## src/rtl/fxp_pkg.sv

```systemverilog
// Shared definitions for the fixed-point datapath blocks: mode encoding,
// saturation bounds and the round-half-up constant.
package fxp_pkg;

    localparam logic FXP_MUL = 1'b0;
    localparam logic FXP_MAC = 1'b1;

    function automatic longint sat_max(input int width);
        return (longint'(1) <<< (width - 1)) - 1;
    endfunction

    function automatic longint sat_min(input int width);
        return -(longint'(1) <<< (width - 1));
    endfunction

    function automatic longint round_const(input int frac);
        return longint'(1) <<< (frac - 1);
    endfunction

endpackage

```

## src/rtl/fxp_round_sat.sv

```systemverilog
// Combinational round-half-up of a full-width product, addend accumulation
// and saturation back to WIDTH bits.
module fxp_round_sat
    import fxp_pkg::*;
#(
    parameter int WIDTH = 16,
    parameter int FRAC  = 7
) (
    input  logic signed [2*WIDTH-1:0] prod,
    input  logic signed [WIDTH-1:0]   addend,
    output logic signed [WIDTH-1:0]   result,
    output logic                      ovf
);

    localparam int PW = 2 * WIDTH;
    // One guard bit over the rounded product so adding the addend can never wrap
    localparam int SW = PW - FRAC + 1;

    localparam logic signed [SW-1:0] S_MAX  = SW'(sat_max(WIDTH));
    localparam logic signed [SW-1:0] S_MIN  = SW'(sat_min(WIDTH));
    localparam logic signed [PW:0]   R_HALF = (PW+1)'(round_const(FRAC));

    function automatic logic signed [SW-1:0] round_prod(input logic signed [PW-1:0] p);
        logic signed [PW:0] t;
        t = (PW+1)'(p) + R_HALF;
        return SW'(t >>> FRAC);
    endfunction

    function automatic logic [WIDTH:0] saturate(input logic signed [SW-1:0] s);
        logic [WIDTH:0] r;
        if (s > S_MAX) begin
            r = {1'b1, WIDTH'(S_MAX)};
        end else if (s < S_MIN) begin
            r = {1'b1, WIDTH'(S_MIN)};
        end else begin
            r = {1'b0, s[WIDTH-1:0]};
        end
        return r;
    endfunction

    logic signed [SW-1:0] sum;

    always_comb begin
        sum           = round_prod(prod) + SW'(addend);
        {ovf, result} = saturate(sum);
    end

endmodule

```

## src/rtl/fixed_point_mac_pipe.sv

```systemverilog
// Three-stage signed fixed-point multiply / multiply-accumulate with
// valid/ready handshakes, per-result overflow flag and sticky overflow status.
module fixed_point_mac_pipe
    import fxp_pkg::*;
#(
    parameter int WIDTH = 16,
    parameter int FRAC  = 7
) (
    input  logic                    clk,
    input  logic                    rst_n,
    input  logic                    in_valid,
    output logic                    in_ready,
    input  logic                    in_mode,
    input  logic signed [WIDTH-1:0] in_a,
    input  logic signed [WIDTH-1:0] in_b,
    input  logic signed [WIDTH-1:0] in_addend,
    output logic                    out_valid,
    input  logic                    out_ready,
    output logic signed [WIDTH-1:0] out_result,
    output logic                    out_ovf,
    output logic                    ovf_sticky,
    input  logic                    ovf_clear
);

    localparam int PW = 2 * WIDTH;

    logic                    vld_p1, vld_p2;
    logic signed [WIDTH-1:0] a_p1, b_p1, add_p1, add_p2;
    logic signed [PW-1:0]    prod_p2;
    logic signed [WIDTH-1:0] res_p3;
    logic                    ovf_p3;
    logic                    load_p1, load_p2, load_p3;

    // A stage may load when it is empty or its current content moves on
    assign load_p3  = out_ready | ~out_valid;
    assign load_p2  = ~vld_p2 | load_p3;
    assign load_p1  = ~vld_p1 | load_p2;
    assign in_ready = load_p1;

    always_ff @(posedge clk or negedge rst_n) begin
        if (!rst_n) begin
            vld_p1     <= 1'b0;
            vld_p2     <= 1'b0;
            out_valid  <= 1'b0;
            out_result <= '0;
            out_ovf    <= 1'b0;
            ovf_sticky <= 1'b0;
        end else begin
            if (load_p1) vld_p1 <= in_valid;
            if (load_p2) vld_p2 <= vld_p1;
            if (load_p3) begin
                out_valid <= vld_p2;
                if (vld_p2) begin
                    out_result <= res_p3;
                    out_ovf    <= ovf_p3;
                end
            end
            if (ovf_clear) begin
                ovf_sticky <= 1'b0;
            end else if (out_valid && out_ready && out_ovf) begin
                ovf_sticky <= 1'b1;
            end
        end
    end

    // S1: operand capture; a MUL beat carries a zero addend downstream
    always_ff @(posedge clk) begin
        if (load_p1 && in_valid) begin
            a_p1   <= in_a;
            b_p1   <= in_b;
            add_p1 <= (in_mode == FXP_MAC) ? in_addend : '0;
        end
    end

    // S2: full-width product
    always_ff @(posedge clk) begin
        if (load_p2 && vld_p1) begin
            prod_p2 <= PW'(a_p1) * PW'(b_p1);
            add_p2  <= add_p1;
        end
    end

    // S3: round, accumulate and saturate feeding the output register
    fxp_round_sat #(
        .WIDTH (WIDTH),
        .FRAC  (FRAC)
    ) u_round_sat (
        .prod   (prod_p2),
        .addend (add_p2),
        .result (res_p3),
        .ovf    (ovf_p3)
    );

endmodule

```

## config.mk

```make
export PLATFORM = sky130hd
export DESIGN_NAME = fixed_point_mac_pipe
export DESIGN_NICKNAME = d
export VERILOG_FILES = /design/src/rtl/fxp_pkg.sv /design/src/rtl/fxp_round_sat.sv /design/src/rtl/fixed_point_mac_pipe.sv
export SDC_FILE = /design/constraint.sdc
export NUM_CORES = 1
export LEC_CHECK = 0
export CAP_MARGIN = 10
export CORE_UTILIZATION = 62
export CTS_CLUSTER_SIZE = 8
export DETAILED_ROUTE_END_ITERATION = 8
export GPL_TIMING_DRIVEN = 0
export PLACE_DENSITY = 0.9
export SYNTH_ARGS = -nofsm -noshare
export SYNTH_HDL_FRONTEND = slang
export SYNTH_SLANG_ARGS = --single-unit
```

## constraint.sdc

```tcl
create_clock -name clk -period 8.1 [get_ports clk]
set_input_delay 1.62 -clock clk [delete_from_list [all_inputs] [get_ports clk]]
set_output_delay 1.62 -clock clk [all_outputs]
set_load 0.01 [all_outputs]
```

After elaboration in Yosys (flattened, before gate mapping):

Cells that the tools add are included.
W data, S select, Z words.

* bits in registers: 117
* output and inout bits: 20
* logic and storage cells: 32

* $add $sub $neg: 2
* $mul: 1
* $lt $le $gt $ge: 2
* muxes and demuxes: 4
* bitwise logic cells: 6
* reduce and logical (&&, ||, !) cells: 6

Operators by type and width (count)
* $mux W17: 2
* $add A32 B8 Y33 const B: 1
* $mul A16 B16 Y32: 1
* $add A26 B16 Y26: 1
* $gt A26 B16 Y1 const B: 1
* $lt A26 B16 Y1 const B: 1
* $logic_and A1 B1 Y1: 4
* $not A1 Y1: 3
* $or A1 B1 Y1: 3
* $mux W1: 2
* $reduce_and A2 Y1: 1
* $reduce_bool A2 Y1: 1

Logic depth before layout (Yosys ltp):

* depth after elaboration: 5
* mapped depth: 25
* gate-level depth less buffers: 24

Modules after synthesis:

From an unflattened synthesis, not the netlist that was laid out.

* cells, all modules: 1620
* area, all modules: 16165.5 sq um

Modules (own cells, without submodules)
* fixed_point_mac_pipe: instances 1, cells an instance 1295, area each 13852.0 sq um, sequential area each 3408.3 sq um
* fxp_round_sat: instances 1, cells an instance 325, area each 2313.5 sq um, sequential area each 0.0 sq um

Worst setup path after synthesis:

Ideal clock, no wire load.

* kind: reg-to-reg
* start point: reg a_p1[15]
* end point: reg prod_p2[31], data pin
* arrival time: 5914 ps
* slack: 1926 ps
* cell stages (with the launch flop): 23
* buffers on the path: 1
* path through: edfxtp_1 -> clkbuf_1 -> nand2_1 -> inv_1 -> fa_1 -> fa_1 -> fa_1 -> fa_1 -> fa_1 -> inv_1 -> fa_1 -> inv_1 -> ha_1 -> and4_1 -> nand3_1 -> inv_1 -> o211a_1 -> o221ai_1 -> a211oi_1 -> nor3_1 -> o21bai_1 -> a21oi_1 -> xnor2_1

* longest elaborated chain between the ends: 1

Ends and longest elaborated chain
* start: declaration: RTL line fixed_point_mac_pipe.sv:28 `logic signed [WIDTH-1:0] a_p1, b_p1, add_p1, add_p2;`
* start signal: assignment: RTL line fixed_point_mac_pipe.sv:69 `a_p1 <= in_a;`
* $mul A16 B16 Y32: RTL line fixed_point_mac_pipe.sv:78 `prod_p2 <= PW'(a_p1) * PW'(b_p1);`
* end signal: assignment: RTL line fixed_point_mac_pipe.sv:78
* end: declaration: RTL line fixed_point_mac_pipe.sv:29 `logic signed [PW-1:0] prod_p2;`

No other way between the ends.
A chain may end at the register's enable or synchronous reset.

Worst setup path in the final report:

* start point: reg a_p1[5]
* end point: reg prod_p2[31], data pin

Same word-level chain as after synthesis.

==> key figures <==
Routing
  – Post-detailed-route DRC marker count: 0
  – Via count: 10,900
  – Routed wire per std cell: 17.8 um
  – Via-to-Cell Ratio: 5.67
  – Number of antenna-violating nets in the routed design: 0
  – Aggregate routed wire length: 34.3 mm
  – Pre-antenna DRT Iters: 6
  – DRC violation total after the first TritonRoute iteration: 774

Timing
  – Hold Vio Cnt, Final: 0
  – Measured slew at the worst slew-check pin: 0.887 ns
  – Setup violators final: 0
  – Pins Over Slew Limit: 0
  – Worst rel slew slack: 40.7%
  – Time the worst path needs with I/O delays and setup: 7.39 ns
  – Setup TNS: 0 ns
  – RSZ-0062 raised after global routing: false
  – Worst Skew: 0.0135 ns
  – Share of the cycle needed by the critical path after routing: 91.2%
  – Max frequency: 0.135 GHz

Global route
  – Total grt overflow: 0
  – Maximum number of pins on one net before global-route repair: 43
  – Total routing resource utilization after global routing: 29.9%
  – Number of antenna violations at the first check in global routing: 0
  – Number of global-route vias before repair: 11,800
  – First-pass GRT wire length: 56.8 mm

Logic synthesis
  – Number of flip-flops and latches in the synthesized netlist: 111
  – Number of library cell types mapped by synthesis: 66
  – Proportion of register bits with asynchronous set or reset after synthesis: 18.9%
  – Count of flip-flops with a built-in enable after synthesis: 90
  – Post-synth net total: 1,933
  – Most used flip-flop cell after synthesis: edfxtp_1
  – Cells after Synth: 1,512
  – Post-synthesis sequential area ratio: 21.3%
  – Average footprint of a synthesized cell: 10.0 um2
  – Yosys Warn Count: 0
  – Post-synthesis instance area: 15,100 um2

Finish
  – Total Nets Final: 2,019
  – Area added between synthesis and finish: 9.88%
  – Number of fillers in the final layout: 1,642
  – Final cell area excluding filler cells: 16,600 um2
  – Most frequent cells in the layout: 313 x inv_1, 262 x fa_1, 152 x nand2_1, 144 x and2_1, 105 x ha_1
  – FF+latch area: 3230 um2
  – Leading cell type in the layout, fill and taps excluded: inv_1
  – Combined area of the multi-input logic cells: 10,600 um2
  – Proportion of layout cells with a drive suffix above 1: 3.06%
  – Ant. Diodes: 0

Run
  – Max-capacitance violation count: 0

Run status
  – Result of the run: complete, no violations

CTS
  – Resize count post-CTS: 0
  – Insertion delay to the later sink of the worst-skew pair: 0.37 ns
  – Number of setup buffers added after CTS: 0
  – TritonCTS buffer count: 9
  – Post-CTS Hold Fix Bufs: 0
  – TritonCTS clock tree: built
  – Clock sink total: 111
  – CTS H-tree depth: 3
  – Number of buffers on the longest clock path: 2
  – CTS clk-pin slew, worst paths: 0.09 ns
  – Clock root buffer: clkbuf_16

Hold path
  – Hold Path Class: reg2reg

Setup path
  – Worst-path fanout max: 10
  – Worst Path Class, Setup: reg2reg
  – Crit start category: flip-flop
  – Endpoint class of the critical path: flip-flop
  – Required time at the endpoint of the critical path: 8.19 ns
  – Critical path arrival: 7.48 ns

Placed design
  – Placed Area: 16,300 um2
  – Half-perimeter wire length of the detailed placement result: 28.0 mm
  – Count of buffers inserted at the top-level ports: 73
  – Weighted congestion reported at the end of routability-driven placement: 0.969

Floorplanning
  – Die width: 158 um
  – Die area: 25,100 um2
  – Row count: 56
  – Number of top-level pins: 74
  – Die span in y: 158 um
  – Area of the core: 23,700 um2
  – Initial Utilization: 64.0%
stage by stage:
step	util (%)	hold slack, ns	setup slack (ns)	cells
after floorplan	-	0.400	1.93	1512
after global placement	68.7	0.403	0.993	1904
after detailed placement	68.9	0.405	0.918	1906
after CTS	70.3	0.417	0.838	1922
after global routing	70.3	0.423	0.393	1922
final	70.3	0.412	0.712	1922
sequential cells by signal, summed over array words and instances (netlist names):
signal	flops
vld_p2	1
out_result	16
out_ovf	1
a_p1	16
add_p2	16
vld_p1	1
add_p1	16
out_valid	1
ovf_sticky	1
prod_p2	26
b_p1	16
worst max-delay path: stages, from the launching register on:
cell and delay [ns]:
edfxtp_1 0.57, clkbuf_1 0.56, nand2_1 0.21, fa_1 0.58, inv_1 0.05, fa_1 0.52, inv_1 0.06, fa_1 0.48
inv_1 0.05, fa_1 0.50, fa_1 0.56, inv_1 0.06, fa_1 0.53, inv_1 0.04, ha_1 0.33, a21o_1 0.18
a21oi_1 0.38, o2111ai_1 0.16, o221ai_1 0.32, a211oi_1 0.17, nor3_1 0.36, o21bai_1 0.14, a21oi_1 0.19, xnor2_1 0.12
metal layers:
layer	track usage, %	vias to the layer above	share of wire (%)
met5	0	-	0
met1	35.6	5326	37
met2	52.0	578	49
met3	6.94	123	9.8
li1	-	4869	-
met4	12.8	0	4.0
logic make-up after synthesis:
kind of cell	count (synthesis)	synth area share, %
buf+inv	357	8.98
mux	2	0.149
compound gates	135	6.33
xor+xnor	70	4.05
simple gates	470	15.9
flops	111	21.3
fa+ha+maj	367	43.3
Yosys cell counts, types with 4 or more instances:
library cell / count / area [um2]
fa_1: 262 / 5250
edfxtp_1: 90 / 2700
and4_1: 6 / 52.6
nand2b_1: 10 / 62.6
o21ai_0: 14 / 70.1
o21bai_1: 5 / 37.5
xnor2_1: 52 / 455
dfrtp_1: 21 / 526
nor3_1: 24 / 120
a21oi_2: 13 / 114
a21oi_1: 32 / 160
nand4_1: 10 / 62.6
clkbuf_1: 40 / 150
and2_1: 146 / 913
a21o_1: 22 / 165
and3_1: 8 / 50.1
nand3_1: 17 / 85.1
inv_1: 313 / 1170
xor2_1: 18 / 158
ha_1: 105 / 1310
nor2_1: 66 / 248
nand2_1: 152 / 571
o21a_1: 13 / 97.6
a211oi_1: 4 / 30.0
nor2b_1: 6 / 37.5
worst paths after layout:
kind                       startpoint       endpoint  slack, ns  cells after the start
max                           a_p1[5]    prod_p2[31]       0.71                     23
min                        add_p1[10]     add_p2[10]       0.41                      0
max reg2reg                   a_p1[5]    prod_p2[31]       0.71                     23
min reg2reg                add_p1[10]     add_p2[10]       0.41                      0
max in group asynchronous       rst_n  out_result[8]       5.81                      1
min in group asynchronous       rst_n  out_result[2]       1.75                      1
cell type report:
type                    instances  area share, %
repair buffers                 75           4.63
flip-flops and latches        111           19.4
inverters                     313           7.06
clock inverters                 6          0.444
well taps                     319           2.40
multi-input cells            1044           63.5
plain buffers                  44           1.11
clock buffers                  10           1.50
Power is left out: the tool's default activity adds up to more than one toggle a clock period on the data nets, which glitch-free logic cannot reach.
